<file path="src/rtl/alu_arbiter.sv">
// Round-robin arbiter sharing one combinational ALU between two requesters.
// Each requester has a response register that holds its result until the requester consumes it.
module alu_arbiter #(
  parameter int unsigned TAG_W = 4
) (
  input  logic             clk,
  input  logic             rst,
  input  logic             req0_valid,
  output logic             req0_ready,
  input  logic [31:0]      req0_a,
  input  logic [31:0]      req0_b,
  input  logic [2:0]       req0_op,
  input  logic             req0_unsigned,
  input  logic [TAG_W-1:0] req0_tag,
  input  logic             req1_valid,
  output logic             req1_ready,
  input  logic [31:0]      req1_a,
  input  logic [31:0]      req1_b,
  input  logic [2:0]       req1_op,
  input  logic             req1_unsigned,
  input  logic [TAG_W-1:0] req1_tag,
  output logic             rsp0_valid,
  output logic [31:0]      rsp0_data,
  output logic [TAG_W-1:0] rsp0_tag,
  input  logic             rsp0_ready,
  output logic             rsp1_valid,
  output logic [31:0]      rsp1_data,
  output logic [TAG_W-1:0] rsp1_tag,
  input  logic             rsp1_ready,
  output logic [31:0]      alu_a,
  output logic [31:0]      alu_b,
  output logic [2:0]       alu_op,
  output logic             alu_unsigned,
  input  logic [31:0]      alu_out
);

  localparam int unsigned DATA_W = 32;
  localparam int unsigned OP_W   = 3;
  localparam logic [OP_W-1:0] ALU_ADD = OP_W'(0);

  logic              rsp0_valid_q, rsp0_valid_d;
  logic [DATA_W-1:0] rsp0_data_q,  rsp0_data_d;
  logic [TAG_W-1:0]  rsp0_tag_q,   rsp0_tag_d;
  logic              rsp1_valid_q, rsp1_valid_d;
  logic [DATA_W-1:0] rsp1_data_q,  rsp1_data_d;
  logic [TAG_W-1:0]  rsp1_tag_q,   rsp1_tag_d;
  logic              last_grant_q, last_grant_d;

  logic elig0, elig1;
  logic grant0, grant1;

  // A port may issue only if its response slot is empty or drains this cycle.
  always_comb begin
    elig0  = req0_valid & (~rsp0_valid_q | rsp0_ready);
    elig1  = req1_valid & (~rsp1_valid_q | rsp1_ready);
    grant0 = 1'b0;
    grant1 = 1'b0;
    if (!rst) begin
      if (elig0 && elig1) begin
        grant0 = last_grant_q;
        grant1 = ~last_grant_q;
      end else begin
        grant0 = elig0;
        grant1 = elig1;
      end
    end
  end

  assign req0_ready = grant0;
  assign req1_ready = grant1;

  // Operand mux; idle ALU sees an ADD of zeros.
  always_comb begin
    alu_a        = '0;
    alu_b        = '0;
    alu_op       = ALU_ADD;
    alu_unsigned = 1'b0;
    if (grant0) begin
      alu_a        = req0_a;
      alu_b        = req0_b;
      alu_op       = req0_op;
      alu_unsigned = req0_unsigned;
    end else if (grant1) begin
      alu_a        = req1_a;
      alu_b        = req1_b;
      alu_op       = req1_op;
      alu_unsigned = req1_unsigned;
    end
  end

  // Response slots: a new issue overrides a same-cycle drain.
  always_comb begin
    rsp0_valid_d = rsp0_valid_q;
    rsp0_data_d  = rsp0_data_q;
    rsp0_tag_d   = rsp0_tag_q;
    rsp1_valid_d = rsp1_valid_q;
    rsp1_data_d  = rsp1_data_q;
    rsp1_tag_d   = rsp1_tag_q;
    last_grant_d = last_grant_q;
    if (grant0) begin
      rsp0_valid_d = 1'b1;
      rsp0_data_d  = alu_out;
      rsp0_tag_d   = req0_tag;
      last_grant_d = 1'b0;
    end else if (rsp0_ready && rsp0_valid_q) begin
      rsp0_valid_d = 1'b0;
    end
    if (grant1) begin
      rsp1_valid_d = 1'b1;
      rsp1_data_d  = alu_out;
      rsp1_tag_d   = req1_tag;
      last_grant_d = 1'b1;
    end else if (rsp1_ready && rsp1_valid_q) begin
      rsp1_valid_d = 1'b0;
    end
  end

  always_ff @(posedge clk) begin
    if (rst) begin
      rsp0_valid_q <= 1'b0;
      rsp0_data_q  <= '0;
      rsp0_tag_q   <= '0;
      rsp1_valid_q <= 1'b0;
      rsp1_data_q  <= '0;
      rsp1_tag_q   <= '0;
      last_grant_q <= 1'b1;
    end else begin
      rsp0_valid_q <= rsp0_valid_d;
      rsp0_data_q  <= rsp0_data_d;
      rsp0_tag_q   <= rsp0_tag_d;
      rsp1_valid_q <= rsp1_valid_d;
      rsp1_data_q  <= rsp1_data_d;
      rsp1_tag_q   <= rsp1_tag_d;
      last_grant_q <= last_grant_d;
    end
  end

  assign rsp0_valid = rsp0_valid_q;
  assign rsp0_data  = rsp0_data_q;
  assign rsp0_tag   = rsp0_tag_q;
  assign rsp1_valid = rsp1_valid_q;
  assign rsp1_data  = rsp1_data_q;
  assign rsp1_tag   = rsp1_tag_q;

endmodule
</file>
<file path="config.mk">
export PLATFORM = sky130hd
export DESIGN_NAME = alu_arbiter
export DESIGN_NICKNAME = d
export VERILOG_FILES = /design/src/rtl/alu_arbiter.sv
export SDC_FILE = /design/constraint.sdc
export NUM_CORES = 1
export LEC_CHECK = 0
export CORE_AREA = 2 2 128 130
export CTS_CLUSTER_SIZE = 10
export DETAILED_ROUTE_END_ITERATION = 8
export DIE_AREA = 0 0 130 132
export PLACE_DENSITY = 0.79
export SLEW_MARGIN = 20
export SYNTH_ARGS = -nofsm -noshare
export SYNTH_HDL_FRONTEND = slang
export SYNTH_SLANG_ARGS = --single-unit
</file>
<file path="constraint.sdc">
create_clock -name clk -period 2.3 [get_ports clk]
set_clock_uncertainty 0.1 [all_clocks]
set_input_delay 0.575 -clock clk [delete_from_list [all_inputs] [get_ports clk]]
set_output_delay 0.575 -clock clk [all_outputs]
set_load 0.01 [all_outputs]
</file>
==> flow_summary.json, run 1 <==
{
  "r2r-start": "last_grant_q",
  "viasPerCell": 4.64,
  "clock_sinks": 75,
  "finalSetupTns_ns": -6.87,
  "start_util_pct": 29.6,
  "dpl_cell_area_um2": 8350,
  "hold_violations": 0,
  "worstPathRequired_ns": 1.62,
  "core_area_um2": 15700,
  "slew_headroom_pct": 72.8,
  "rrSetupSlack_ns": 0.54,
  "cts_tree": "yes",
  "dieArea_um2": 17200,
  "hp-start": "rsp0_data[3]",
  "clk_path_buf_depth": 2,
  "design_power_total_mw": 4.71,
  "hold_class": "reg2reg",
  "wl_met1_um": 7540,
  "cts_root_buffer": "clkbuf_16",
  "gp_congestion": 0.779,
  "drt_wl_total_um": 20000,
  "num_rows": 46,
  "utilization_pct": 62.0,
  "max-vdd-ir-drop_v": 0.000366,
  "ctsHoldBuffers": 0,
  "drt_iter0_drc": 133,
  "worstMarginPinSlew_ns": 0.408,
  "status": "finished with violations",
  "drive_gt1_share_pct": 27.4,
  "syn_avg_cell_area_um2": 8.77,
  "power_density_nw_per_um2": 484,
  "num_vias": 5183,
  "rsz0062_at_grt": "yes",
  "fin_nets": 1077,
  "instances_no_fill": 1117,
  "pin_count": 326,
  "htree_levels": 3,
  "area_delta_synth_final_pct": 109,
  "yosysWarnings": 0,
  "cts_buffers": 9,
  "crit_type": "in2out",
  "rr_worst_depth": 7,
  "slew_viol_final": 0,
  "grt_pass1_wl_um": 29300,
  "portBuffers": 325,
  "violations": "setup timing",
  "antenna_found_initial": 2,
  "synth_fp_nets": 713,
  "place_ws_ns": -0.881,
  "fmax_mhz": 399,
  "wl_met3_um": 1720,
  "hold_depth": 2,
  "cp-startpoint": "rsp1_ready",
  "min_period_over_period_pct": 109,
  "setup_viol": 61,
  "fin_ws_ns": -0.203,
  "synth.ff_latch_count": 75,
  "remaining_drc_errors": 0,
  "clk-insertion-delay-late_ns": 0.32,
  "grt_pass1_vias": 5252,
  "drtAntennaViolNets": 0,
  "ys_seq_area_share_pct": 32.3,
  "clk_pin_slew_ns": 0.06,
  "grt_overflow_total": 0,
  "hpwlAfterDp_um": 13200,
  "synth_cells": 531,
  "grtUsageTotal_pct": 21.9,
  "timing.hold.ws_ns": 0.371,
  "die_x_um": 130,
  "wl_per_cell_um": 17.9,
  "wl_met2_um": 10200,
  "synth_cell_types": 19,
  "critPathLaunchType": "input pin",
  "power.static_leakage_nw": 4.10,
  "grt_max_degree": 74,
  "ys_top_cells_by_area": "dfxtp_1, nand2b_1, mux2i_1, o32ai_1, inv_1",
  "firstDrtPassIters": 4,
  "arrival_ns": 1.83,
  "fin_area_um2": 9740,
  "crit_fanout": 8,
  "dp_cells": 1062,
  "critPathCaptureType": "output pin",
  "maxUsedRoutingLayer": "met5",
  "die_h_um": 132,
  "yosysTopAreaCell": "dfxtp_1",
  "finalCriticalPeriod_ns": 2.50,
  "syn-cell-area_um2": 4650,
  "yosysTopAreaCellShare_pct": 32.3,
  "drv_cap": 0
}
[critical path, cell delays in order]
cell      delay [ns]
buf_2           0.12
nor2b_4         0.14
o211ai_4        0.11
buf_12          0.15
buf_12          0.14
buf_16          0.15
o32ai_2         0.25
buf_2           0.18
[power breakdown]
group          internal [mW]  switching [mW]  leakage [nW]
registers               1.39          0.0506         0.617
clock network          0.980           0.518         0.157
logic                   1.05           0.721          3.33
[registers in the layout, summed over array words and instances, names as in the netlist]
name	flops
rsp1_data	32
rsp0_valid	1
rsp0_tag	4
rsp0_data	32
rsp1_valid	1
rsp1_tag	4
last_grant_q	1
[layout by cell type, fill, tap and decap left out, drive strengths merged]
master and n:
clkdlybuf4s50 250, nand2b 183, buf 150, dfxtp 75, mux2i 72, inv 68
o32ai 68, clkbuf 14, a21oi 3, nor2 3, nor2b 2, o211ai 2
o211a 2, bufinv 2, clkinv 2, diode 1, nand2 1, o21ai 1
o21bai 1, clkdlybuf4s15 1
[synth_stat cells]
cell type,count
nand2b_1,183
dfxtp_1,75
mux2i_1,72
inv_1,68
o32ai_1,56
clkbuf_1,33
o32ai_2,12
buf_4,9
buf_2,6
a21oi_1,3
nor2_1,3
buf_6,2
o211a_1,2
o211ai_2,2
nand2_1,1
nor2b_1,1
nor2b_2,1
o21ai_0,1
o21bai_1,1
[repair_timing]
action,4_1_cts,5_1_grt
cloned,13,2
pin swaps,13,3
setup buffers,22,7
resized for setup,396,26
setup endpoints to repair,70,70
[cells by family after synthesis]
| family | after synthesis | synth area share [%] |
|---|---|---|
| and+or+nand+nor | 189 | 25.2 |
| AOI/OAI and AO/OA | 77 | 16.3 |
| DFF | 75 | 32.3 |
| muxes | 72 | 15.5 |
| buffers and inverters | 118 | 10.7 |
[metal layers]
layer | GRT usage (%) | up-vias
li1 | - | 2523
met1 | 23.8 | 2393
met2 | 39.9 | 228
met3 | 7.51 | 37
met4 | 6.21 | 2
met5 | 0 | -
[worst paths after layout]
path / to
worst max register to register: rsp0_data[11]
worst min-delay path: rsp0_data[3]
worst min register to register: rsp0_data[3]
worst max-delay path: alu_b[10]
[final cells by class]
type                    count  area [um2]
multi-input cells         338        3330
well taps                 216         270
flip-flops and latches     75        1510
clock inverters             4        73.8
inverters                  68         255
repair buffers            403        4050
fillers                  1272        5980
diodes                      1        2.50
clock buffers              12         246
No activity file was read; power rests on OpenSTA's default activity.
==> run 2: changes to the inputs <==
--- a/config.mk
+++ b/config.mk
@@ -10,6 +10,7 @@
 export DETAILED_ROUTE_END_ITERATION = 8
 export DIE_AREA = 0 0 130 132
 export PLACE_DENSITY = 0.79
+export SKIP_LAST_GASP = 1
 export SLEW_MARGIN = 20
 export SYNTH_ARGS = -nofsm -noshare
 export SYNTH_HDL_FRONTEND = slang
==> flow_summary.json, run 2 (synthesized netlist as in run 1, its figures left out) <==
{
  "remaining_drc_errors": 0,
  "wl_per_cell_um": 17.9,
  "worstPathRequired_ns": 1.62,
  "clk-insertion-delay-late_ns": 0.32,
  "htree_levels": 3,
  "drt_iter0_drc": 147,
  "final_common_cell": "clkdlybuf4s50_1",
  "num_rows": 46,
  "hold_class": "reg2reg",
  "design_power_total_mw": 4.72,
  "die_h_um": 132,
  "rsz0062_at_grt": "yes",
  "start_util_pct": 29.6,
  "hpwlAfterDp_um": 13200,
  "arrival_ns": 1.81,
  "cts_tree": "yes",
  "antenna_found_initial": 2,
  "hold_violations": 0,
  "crit_fanout": 8,
  "firstDrtPassIters": 4,
  "timing.hold.ws_ns": 0.371,
  "pin_count": 326,
  "grt_pass1_vias": 5251,
  "grt_pass1_wl_um": 29300,
  "dp_cells": 1062,
  "worstMarginPinSlew_ns": 0.383,
  "fin_nets": 1076,
  "ctsHoldBuffers": 0,
  "fillCellCount": 1275,
  "fin_ws_ns": -0.183,
  "area_delta_synth_final_pct": 110,
  "instances_no_fill": 1116,
  "drv_cap": 0,
  "critPathLaunchType": "input pin",
  "core_area_um2": 15700,
  "setup_viol": 62,
  "power.static_leakage_nw": 4.09,
  "grt_overflow_total": 0,
  "cts_root_buffer": "clkbuf_16",
  "num_vias": 5190,
  "power_density_nw_per_um2": 483,
  "clk_path_buf_depth": 2,
  "min_period_over_period_pct": 108,
  "viasPerCell": 4.65,
  "drive_gt1_share_pct": 27.4,
  "violations": "setup timing",
  "slew_headroom_pct": 74.5,
  "dieArea_um2": 17200,
  "clk_pin_slew_ns": 0.06,
  "portBuffers": 325,
  "layout_common_cells": "clkdlybuf4s50_1, nand2b_1, mux2i_1, dfxtp_1, buf_2",
  "drtAntennaViolNets": 0,
  "cts_buffers": 9,
  "drt_wl_total_um": 20000,
  "grtUsageTotal_pct": 21.9,
  "finalCriticalPeriod_ns": 2.48,
  "grt_max_degree": 74,
  "critPathCaptureType": "output pin",
  "gp_congestion": 0.779,
  "max-vdd-ir-drop_v": 0.000366,
  "crit_type": "in2out",
  "status": "finished with violations",
  "fmax_mhz": 403,
  "slew_viol_final": 0,
  "die_x_um": 130,
  "clock_sinks": 75
}
==> run 2: cell count changes in the layout (fill, tap and decap cells not counted) <==
| cell | previous run | this run |
|---|---|---|
| o32ai_4 | 18 | 22 |
| buf_4 | 35 | 36 |
| o32ai_2 | 50 | 46 |
| buf_12 | 21 | 18 |
| buf_16 | 11 | 12 |
==> run 2: cell type report <==
class,count,area (um2),area share (%)
diodes,1,2.50,0.0257
clock buffers,12,246,2.53
clock inverters,4,73.8,0.757
inverters,68,255,2.62
multi-input cells,338,3380,34.6
flip-flops and latches,75,1510,15.4
well taps,216,270,2.77
repair buffers,402,4020,41.2
==> run 2: worst paths after layout <==
| path | depth (start not counted) | slack, ns | to | startpoint |
|---|---|---|---|---|
| worst min-delay path | 2 | 0.37 | rsp0_data[3] | rsp0_data[3] |
| worst max-delay path | 8 | -0.18 | alu_b[10] | rsp1_ready |
| worst min register to register | 2 | 0.37 | rsp0_data[3] | rsp0_data[3] |
| worst max register to register | 7 | 0.54 | rsp0_data[11] | last_grant_q |
==> run 2: worst max-delay path: stages <==
cell and delay, ns:
buf_2 0.12, nor2b_4 0.14, o211ai_4 0.12, buf_12 0.15
buf_12 0.14, buf_16 0.15, o32ai_2 0.22, buf_2 0.18
==> run 2: through the flow <==
stage                     setup TNS (ns)  cell area (um2)  worst slack, ns  utilization [%]
after detailed placement          -57.39             8350           -0.881             53.2
after global routing              -10.85             9760           -0.224             62.1
final                              -7.47             9760           -0.183             62.1
after global placement            -55.31             8350           -0.880             53.2
after CTS                          -7.47             9480           -0.145             60.3
after floorplan                        0             4650           0.0292                -
==> run 2: layer usage <==
layer | track usage (%) | routed length, um | up-vias
met4 | 6.21 | 420 | 2
li1 | - | - | 2522
met3 | 7.47 | 1700 | 30
met1 | 23.9 | 7570 | 2403
met2 | 39.8 | 10300 | 233
met5 | 0 | 13 | -
==> run 2: timing repair <==
item	4_1_cts	5_1_grt
setup buffers	22	5
endpoints found under the setup margin	70	70
gates cloned	13	2
gates resized for setup	394	32
pin swaps	13	5
==> run 2: where the power goes <==
group | internal (mW) | switching, mW | leakage [nW]
Sequential | 1.39 | 0.0509 | 0.617
Clock | 0.980 | 0.519 | 0.157
Combinational | 1.05 | 0.726 | 3.32
